==> src/rtl/prog_load_ctrl.sv <==
// prog_load_ctrl: boot sequencer for the CPU.
//   Assembles UART bytes into little-endian 32-bit words and writes them to
//   program memory. It stops at the SENTINEL word and then releases the core.
//   It also tracks run completion and reload, and latches a sticky error on
//   overflow, inter-byte timeout or an empty program.
// Optional feature macro: PROG_LOAD_CHECKSUM_EN. When defined, a 4-byte
//   checksum word must follow the sentinel. It must equal the mod-2^32 sum of
//   all written words.
// Ports:
//   clk, reset_n (async, active low)
//   rx_valid/rx_data            : one-cycle UART byte strobe + byte
//   run_finished                : core end-of-program level (rising edge used)
//   fetch_enable, run_flag      : core release (RUN only)
//   program_mem_write_enable/_data, uart_write_address : memory write port
//   load_word_count             : words written by the last completed load
//   load_error                  : sticky error
//   state_o                     : FSM state (IDLE=0 LOAD=1 RUN=2 DONE=3 ERROR=4)
module prog_load_ctrl #(
  parameter int          MEM_WORDS      = 256,
  parameter logic [31:0] SENTINEL       = 32'hFFFF_FFFF,
  parameter int          TIMEOUT_CYCLES = 100000
) (
  input  logic                         clk,
  input  logic                         reset_n,
  input  logic                         rx_valid,
  input  logic [7:0]                   rx_data,
  input  logic                         run_finished,
  output logic                         fetch_enable,
  output logic                         run_flag,
  output logic                         program_mem_write_enable,
  output logic [31:0]                  program_mem_write_data,
  output logic [31:0]                  uart_write_address,
  output logic [$clog2(MEM_WORDS):0]   load_word_count,
  output logic                         load_error,
  output logic [2:0]                   state_o
);
  localparam int IW = $clog2(MEM_WORDS) + 1;
  localparam int TW = $clog2(TIMEOUT_CYCLES + 1);
  localparam logic [IW-1:0] FULL_IDX = IW'(MEM_WORDS);
  localparam logic [TW-1:0] TMO_LAST = TW'(TIMEOUT_CYCLES - 1);

  typedef enum logic [2:0] {
    S_IDLE = 3'd0, S_LOAD = 3'd1, S_RUN = 3'd2, S_DONE = 3'd3, S_ERROR = 3'd4
  } state_t;

  state_t        r_state;
  logic [1:0]    r_byte_idx;
  logic [IW-1:0] r_word_idx;
  logic [TW-1:0] r_tcnt;
  logic [31:0]   r_word;
  logic          r_we;
  logic [31:0]   r_wdata;
  logic [31:0]   r_waddr;
  logic [IW-1:0] r_cnt;
  logic          r_err;
  logic          r_run;
  logic          r_fetch;
  logic          r_rf_d;
`ifdef PROG_LOAD_CHECKSUM_EN
  logic          r_ck_phase;  // sentinel seen, collecting checksum bytes
  logic [31:0]   r_sum;
`endif

  // Complete word as it stands when the 4th byte arrives.
  logic [31:0] w_word;
  assign w_word = {rx_data, r_word[23:0]};

  always_ff @(posedge clk or negedge reset_n) begin
    if (!reset_n) begin
      r_state    <= S_IDLE;
      r_byte_idx <= '0;
      r_word_idx <= '0;
      r_tcnt     <= '0;
      r_word     <= '0;
      r_we       <= 1'b0;
      r_wdata    <= '0;
      r_waddr    <= '0;
      r_cnt      <= '0;
      r_err      <= 1'b0;
      r_run      <= 1'b0;
      r_fetch    <= 1'b0;
      r_rf_d     <= 1'b0;
`ifdef PROG_LOAD_CHECKSUM_EN
      r_ck_phase <= 1'b0;
      r_sum      <= '0;
`endif
    end else begin
      r_we   <= 1'b0;
      r_rf_d <= run_finished;
      case (r_state)
        S_IDLE, S_DONE: begin
          if (rx_valid) begin
            r_word     <= {24'd0, rx_data};
            r_byte_idx <= 2'd1;
            r_word_idx <= '0;
            r_tcnt     <= '0;
            r_state    <= S_LOAD;
`ifdef PROG_LOAD_CHECKSUM_EN
            r_ck_phase <= 1'b0;
            r_sum      <= '0;
`endif
          end
        end
        S_LOAD: begin
          if (rx_valid) begin
            r_tcnt                    <= '0;
            r_word[8*r_byte_idx +: 8] <= rx_data;
            r_byte_idx                <= r_byte_idx + 2'd1;  // wraps to 0 after lane 3
            if (r_byte_idx == 2'd3) begin
`ifdef PROG_LOAD_CHECKSUM_EN
              if (r_ck_phase) begin
                if (w_word == r_sum) begin
                  r_cnt   <= r_word_idx;
                  r_run   <= 1'b1;
                  r_fetch <= 1'b1;
                  r_state <= S_RUN;
                end else begin
                  r_err   <= 1'b1;
                  r_state <= S_ERROR;
                end
              end else
`endif
              if (w_word == SENTINEL) begin
                if (r_word_idx == '0) begin
                  r_err   <= 1'b1;
                  r_state <= S_ERROR;
                end else begin
`ifdef PROG_LOAD_CHECKSUM_EN
                  r_ck_phase <= 1'b1;
`else
                  r_cnt   <= r_word_idx;
                  r_run   <= 1'b1;
                  r_fetch <= 1'b1;
                  r_state <= S_RUN;
`endif
                end
              end else if (r_word_idx == FULL_IDX) begin
                r_err   <= 1'b1;
                r_state <= S_ERROR;
              end else begin
                r_we       <= 1'b1;
                r_wdata    <= w_word;
                r_waddr    <= 32'({r_word_idx, 2'b00});
                r_word_idx <= r_word_idx + IW'(1);
`ifdef PROG_LOAD_CHECKSUM_EN
                r_sum      <= r_sum + w_word;
`endif
              end
            end
          end else if (r_byte_idx != 2'd0) begin
            // Only a partially received word can time out.
            if (r_tcnt == TMO_LAST) begin
              r_byte_idx <= '0;
              r_err      <= 1'b1;
              r_state    <= S_ERROR;
            end else begin
              r_tcnt <= r_tcnt + TW'(1);
            end
          end
        end
        S_RUN: begin
          if (run_finished && !r_rf_d) begin
            r_run   <= 1'b0;
            r_fetch <= 1'b0;
            r_wdata <= '0;
            r_waddr <= '0;
            r_state <= S_DONE;
          end
        end
        S_ERROR: begin
          r_err   <= 1'b1;
          r_run   <= 1'b0;
          r_fetch <= 1'b0;
        end
        default: begin
          r_err   <= 1'b1;
          r_state <= S_ERROR;
        end
      endcase
    end
  end

  assign fetch_enable             = r_fetch;
  assign run_flag                 = r_run;
  assign program_mem_write_enable = r_we;
  assign program_mem_write_data   = r_wdata;
  assign uart_write_address       = r_waddr;
  assign load_word_count          = r_cnt;
  assign load_error               = r_err;
  assign state_o                  = r_state;
endmodule

==> config.mk <==
export PLATFORM = sky130hd
export DESIGN_NAME = prog_load_ctrl
export DESIGN_NICKNAME = d
export VERILOG_FILES = /design/src/rtl/prog_load_ctrl.sv
export SDC_FILE = /design/constraint.sdc
export NUM_CORES = 1
export LEC_CHECK = 0
export CELL_PAD_IN_SITES_DETAIL_PLACEMENT = 1
export CELL_PAD_IN_SITES_GLOBAL_PLACEMENT = 1
export CORE_MARGIN = 4
export CORE_UTILIZATION = 37
export DETAILED_ROUTE_END_ITERATION = 8
export GPL_TIMING_DRIVEN = 0
export PLACE_DENSITY_LB_ADDON = 0.05
export SLEW_MARGIN = 20
export SYNTH_ARGS = -nofsm -noshare
export SYNTH_HDL_FRONTEND = slang
export SYNTH_SLANG_ARGS = --single-unit
==> constraint.sdc <==
create_clock -name clk -period 1.8 [get_ports clk]
set_input_delay 0.36 -clock clk [delete_from_list [all_inputs] [get_ports clk]]
set_output_delay 0.36 -clock clk [all_outputs]
set_load 0.005 [all_outputs]
==> flow_summary.toml, run 1 <==
[outcome]
status = "finished with violations"
violations = "setup timing"

[setup_path]
end_kind = "flop"
r2r-end = "load_word_count[5]$_DFFE_PN0P_"
crit_fanout = 5
reg2reg_setup_slack_ps = -240
slowest_stage = "or3_4"
path_buf_inv = 2
cp_slowest_stage_delay_ps = 400
criticalPathCategory = "reg -> reg"
crit_family = "simple AND/OR/NAND/NOR gates"
worst-path-stages = 7
critPathCapture = "load_word_count[5]$_DFFE_PN0P_"
crit_path_frequent_cell = "buf_6"
cp.arrival_ps = 2290
reg2reg_from = "r_word[9]$_DFFE_PN0P_"
reg2regPathDepth = 7
crit_start = "r_word[9]$_DFFE_PN0P_"
worstSetupStartpointType = "flop"
critPathRequiredTime_ps = 2040
worstPathCellList = "nand4_1 -> nor4_4 -> buf_6 -> nand2_8 -> or3_4 -> buf_6 -> mux2_4"

[synthesis]
yosys_warnings = 0
synth_area_leader_cell = "dfrtp_1"
yosysTopAreaCellShare = 0.535
synth_ff_type = "dfrtp_1"
ys_ff_latch = 109
yosysSeqAreaShare = 0.535
ys_types = 64
synth_area_leaders = "dfrtp_1, a22o_1, buf_4, nand2_1, mux2_4"
synth_edf_count = 0
syn_avg_cell_area_sq_um = 11.4
synthCells = 447
synthArstFlopShare = 1.00
syn_area_sq_mm = 0.00509

[clock_tree]
clockBufferDepth = 2
clk_pin_slew_ps = 80
cts_tree = "yes"
cts_root_buf = "clkbuf_16"
clkSinkCount = 109
clkLatencyLatePin_ps = 360
htree_levels = 3
cts-buffers-inserted = 9

[floorplan]
pin_count = 92
dieArea_sq_mm = 0.0157
rows = 42
start_util = 0.382
die_y_microns = 125
die_width_microns = 125
core_area_sq_mm = 0.0133

[detailed_routing]
drt_iter0_drc = 210
drc = 0
ant_nets = 0
routedWlPerCell_microns = 19.8
drt_pre_antenna_iters = 4
viasPerCell = 5.42
vias = 4395
drt-total-wl_microns = 16000

[place]
dp_slack_ps = -1260
post_dp_cell_area_sq_mm = 0.00622
gp_congestion = 0.784
port_buffers = 68
dp_hpwl_microns = 9800

[cells_and_area]
final_area_sq_mm = 0.00771
area_growth_pct = 51.3
drive_gt1_frac = 0.387
nNetsFinal = 649
diodes = 0

[hold_path]
holdCritStartpoint = "rx_data[7]"
hp-class = "in -> reg"

[grt]
overflow = 0
grt_max_degree = 60
grt_pass1_vias = 4537
grt_pass1_wl_microns = 24500
grt_antenna_before_repair = 0
grt_use_total = 0.193

[sta]
rsz0062_at_grt = "yes"
finalMaxSlewViolations = 0
setup_slack_ps = -244
finalSetupViolCount = 88
finalHoldViolCount = 0
min_period_ps = 2040
period_share = 1.14
fin_skew_ps = 8.83
relSlewSlack = 0.560
tightest_slew_ps = 660
fmax_ghz = 0.489

[pwr]
ir_drop_mv = 0.449
p_leak_nw = 3.49
powerDensity_mw_per_mm2 = 791

[run]
drv_cap = 0
registers in the layout, indices dropped and copies added, names as in the netlist:
signal,cells
r_word_idx,9
r_rf_d,1
uart_write_address,9
load_error,1
state_o,3
program_mem_write_enable,1
r_word,24
r_tcnt,17
fetch_enable,1
program_mem_write_data,32
r_byte_idx,2
load_word_count,9
stage by stage:
step / TNS, ps / utilization / hold slack, ps / cells / power, mW
4_1_cts: -12330 / 0.540 / 441 / 783 / 6.04
2_1_floorplan: -2050 / - / 64.4 / 469 / 3.31
5_1_grt: -19210 / 0.578 / 356 / 811 / 6.37
6_report: -13710 / 0.578 / 356 / 811 / 6.10
3_5_place_dp: -99800 / 0.466 / 349 / 714 / 3.72
3_3_place_gp: -508880 / 0.464 / 483 / 713 / 3.68
per-layer routing:
layer  up-vias  global-route usage  wire length (microns)
met3        20              0.0422                    529
met5         -                   0                      0
li1       1993                   -                      -
met1      2300               0.249                   7040
met2        82               0.327                   8240
met4         0              0.0568                    216
cells in the mapped netlist, types with 2 or more instances:
cell	instances
a311o_1	2
a32o_1	2
a31oi_1	4
nor2_1	21
a22o_2	3
buf_2	12
and4_1	2
inv_1	7
buf_4	25
or3_1	6
nor4_1	2
nand2_1	39
a22o_1	55
nor4_4	2
nor2b_1	4
o211ai_1	4
a21o_2	2
nand4_1	11
and2_1	6
a21oi_1	9
xnor2_1	4
ha_1	7
buf_6	3
clkbuf_1	2
dfrtp_1	109
or4_1	6
nor3_1	5
mux2_4	9
and3_1	4
nor4bb_1	2
nor4b_1	2
o21ai_1	3
xor2_1	3
o21ai_0	12
o31ai_1	6
a2111oi_0	3
nand3_1	21
o21a_1	2
worst min path at each step:
| stage | cells past startpoint | slack, ps | to |
|---|---|---|---|
| 6_report | 3 | 360 | r_word[7]$_DFFE_PN0P_ |
| 5_1_grt | 3 | 360 | r_word[7]$_DFFE_PN0P_ |
| 4_1_cts | 3 | 440 | r_word[3]$_DFFE_PN0P_ |
| 3_5_place_dp | 1 | 350 | load_word_count[4]$_DFFE_PN0P_ |
| 3_3_place_gp | 1 | 480 | uart_write_address[9]$_DFFE_PN0P_ |
| 2_1_floorplan | 0 | 60 | fetch_enable$_DFFE_PN0P_ |
tightest hold or removal path, delay by kind of cell:
kind	cells	cell delay [ps]
buffers and inverters	1	170
and+or+nand+nor	2	150
timing repair:
action	CTS	global route
hold buffers	1	0
setup endpoints to repair	109	104
gates cloned	3	1
pin swaps	20	27
gates resized for setup	86	72
hold endpoints to repair	50	0
buffers inserted	49	29
power by group:
part	leakage [nW]	switching (mW)	internal [mW]
logic	1.86	0.590	0.547
clock network	0.153	0.999	1.15
registers	1.48	0.178	2.64
total	3.49	1.77	4.33
area by class of cell:
class                      count  area (sq um)
fill                        1389          5640
sequential                   109          2740
multi-input combinational    311          2620
timing repair buffer         150          1400
buffer                        42           393
clock buffer                  10           239
tap                          176           220
clock inverter                 6          77.6
inverter                       7          26.3
cells by family after synthesis:
kind of cell    Yosys count  share of synthesized area
other cells               1                   0.000736
mux                      11                     0.0307
buf+inv                  50                     0.0626
xor+xnor                  7                     0.0120
fa+ha+maj                 7                     0.0172
flops                   109                      0.535
simple gates            143                      0.156
compound gates          119                      0.185
cells in the final DEF, fill, tap and decap left out, types with 4 or more instances in the layout:
master / n
a21oi_1: 4
a21oi_2: 5
a22o_1: 55
a31oi_1: 4
and2_1: 4
buf_4: 85
buf_6: 32
clkbuf_16: 10
clkbuf_2: 4
clkdlybuf4s50_1: 59
conb_1: 23
dfrtp_1: 100
dfrtp_2: 9
ha_1: 5
inv_1: 5
mux2_4: 10
nand2_1: 37
nand3_1: 15
nand3_2: 4
nand4_1: 11
nor2_1: 15
nor2_4: 4
nor3_1: 4
o211ai_1: 4
o21ai_0: 4
o21ai_1: 4
o21ai_2: 5
or4_4: 4
xnor2_1: 4
Note: power is estimated with default switching activity, not from simulation.
==> run 2: changes to the inputs <==
--- a/config.mk
+++ b/config.mk
@@ -9,6 +9,7 @@
 export CELL_PAD_IN_SITES_GLOBAL_PLACEMENT = 1
 export CORE_MARGIN = 4
 export CORE_UTILIZATION = 37
+export CTS_CLUSTER_DIAMETER = 100
 export DETAILED_ROUTE_END_ITERATION = 8
 export GPL_TIMING_DRIVEN = 0
 export PLACE_DENSITY_LB_ADDON = 0.05
==> results of run 2 <==
Final layout, timing and power as in run 1 (identical DEF).
==> run 3: changes to the inputs <==
--- a/config.mk
+++ b/config.mk
@@ -12,6 +12,7 @@
 export CTS_CLUSTER_DIAMETER = 100
 export DETAILED_ROUTE_END_ITERATION = 8
 export GPL_TIMING_DRIVEN = 0
+export HOLD_SLACK_MARGIN = 0.1
 export PLACE_DENSITY_LB_ADDON = 0.05
 export SLEW_MARGIN = 20
 export SYNTH_ARGS = -nofsm -noshare
==> results of run 3 <==
Final layout, timing and power as in run 1 (identical DEF).
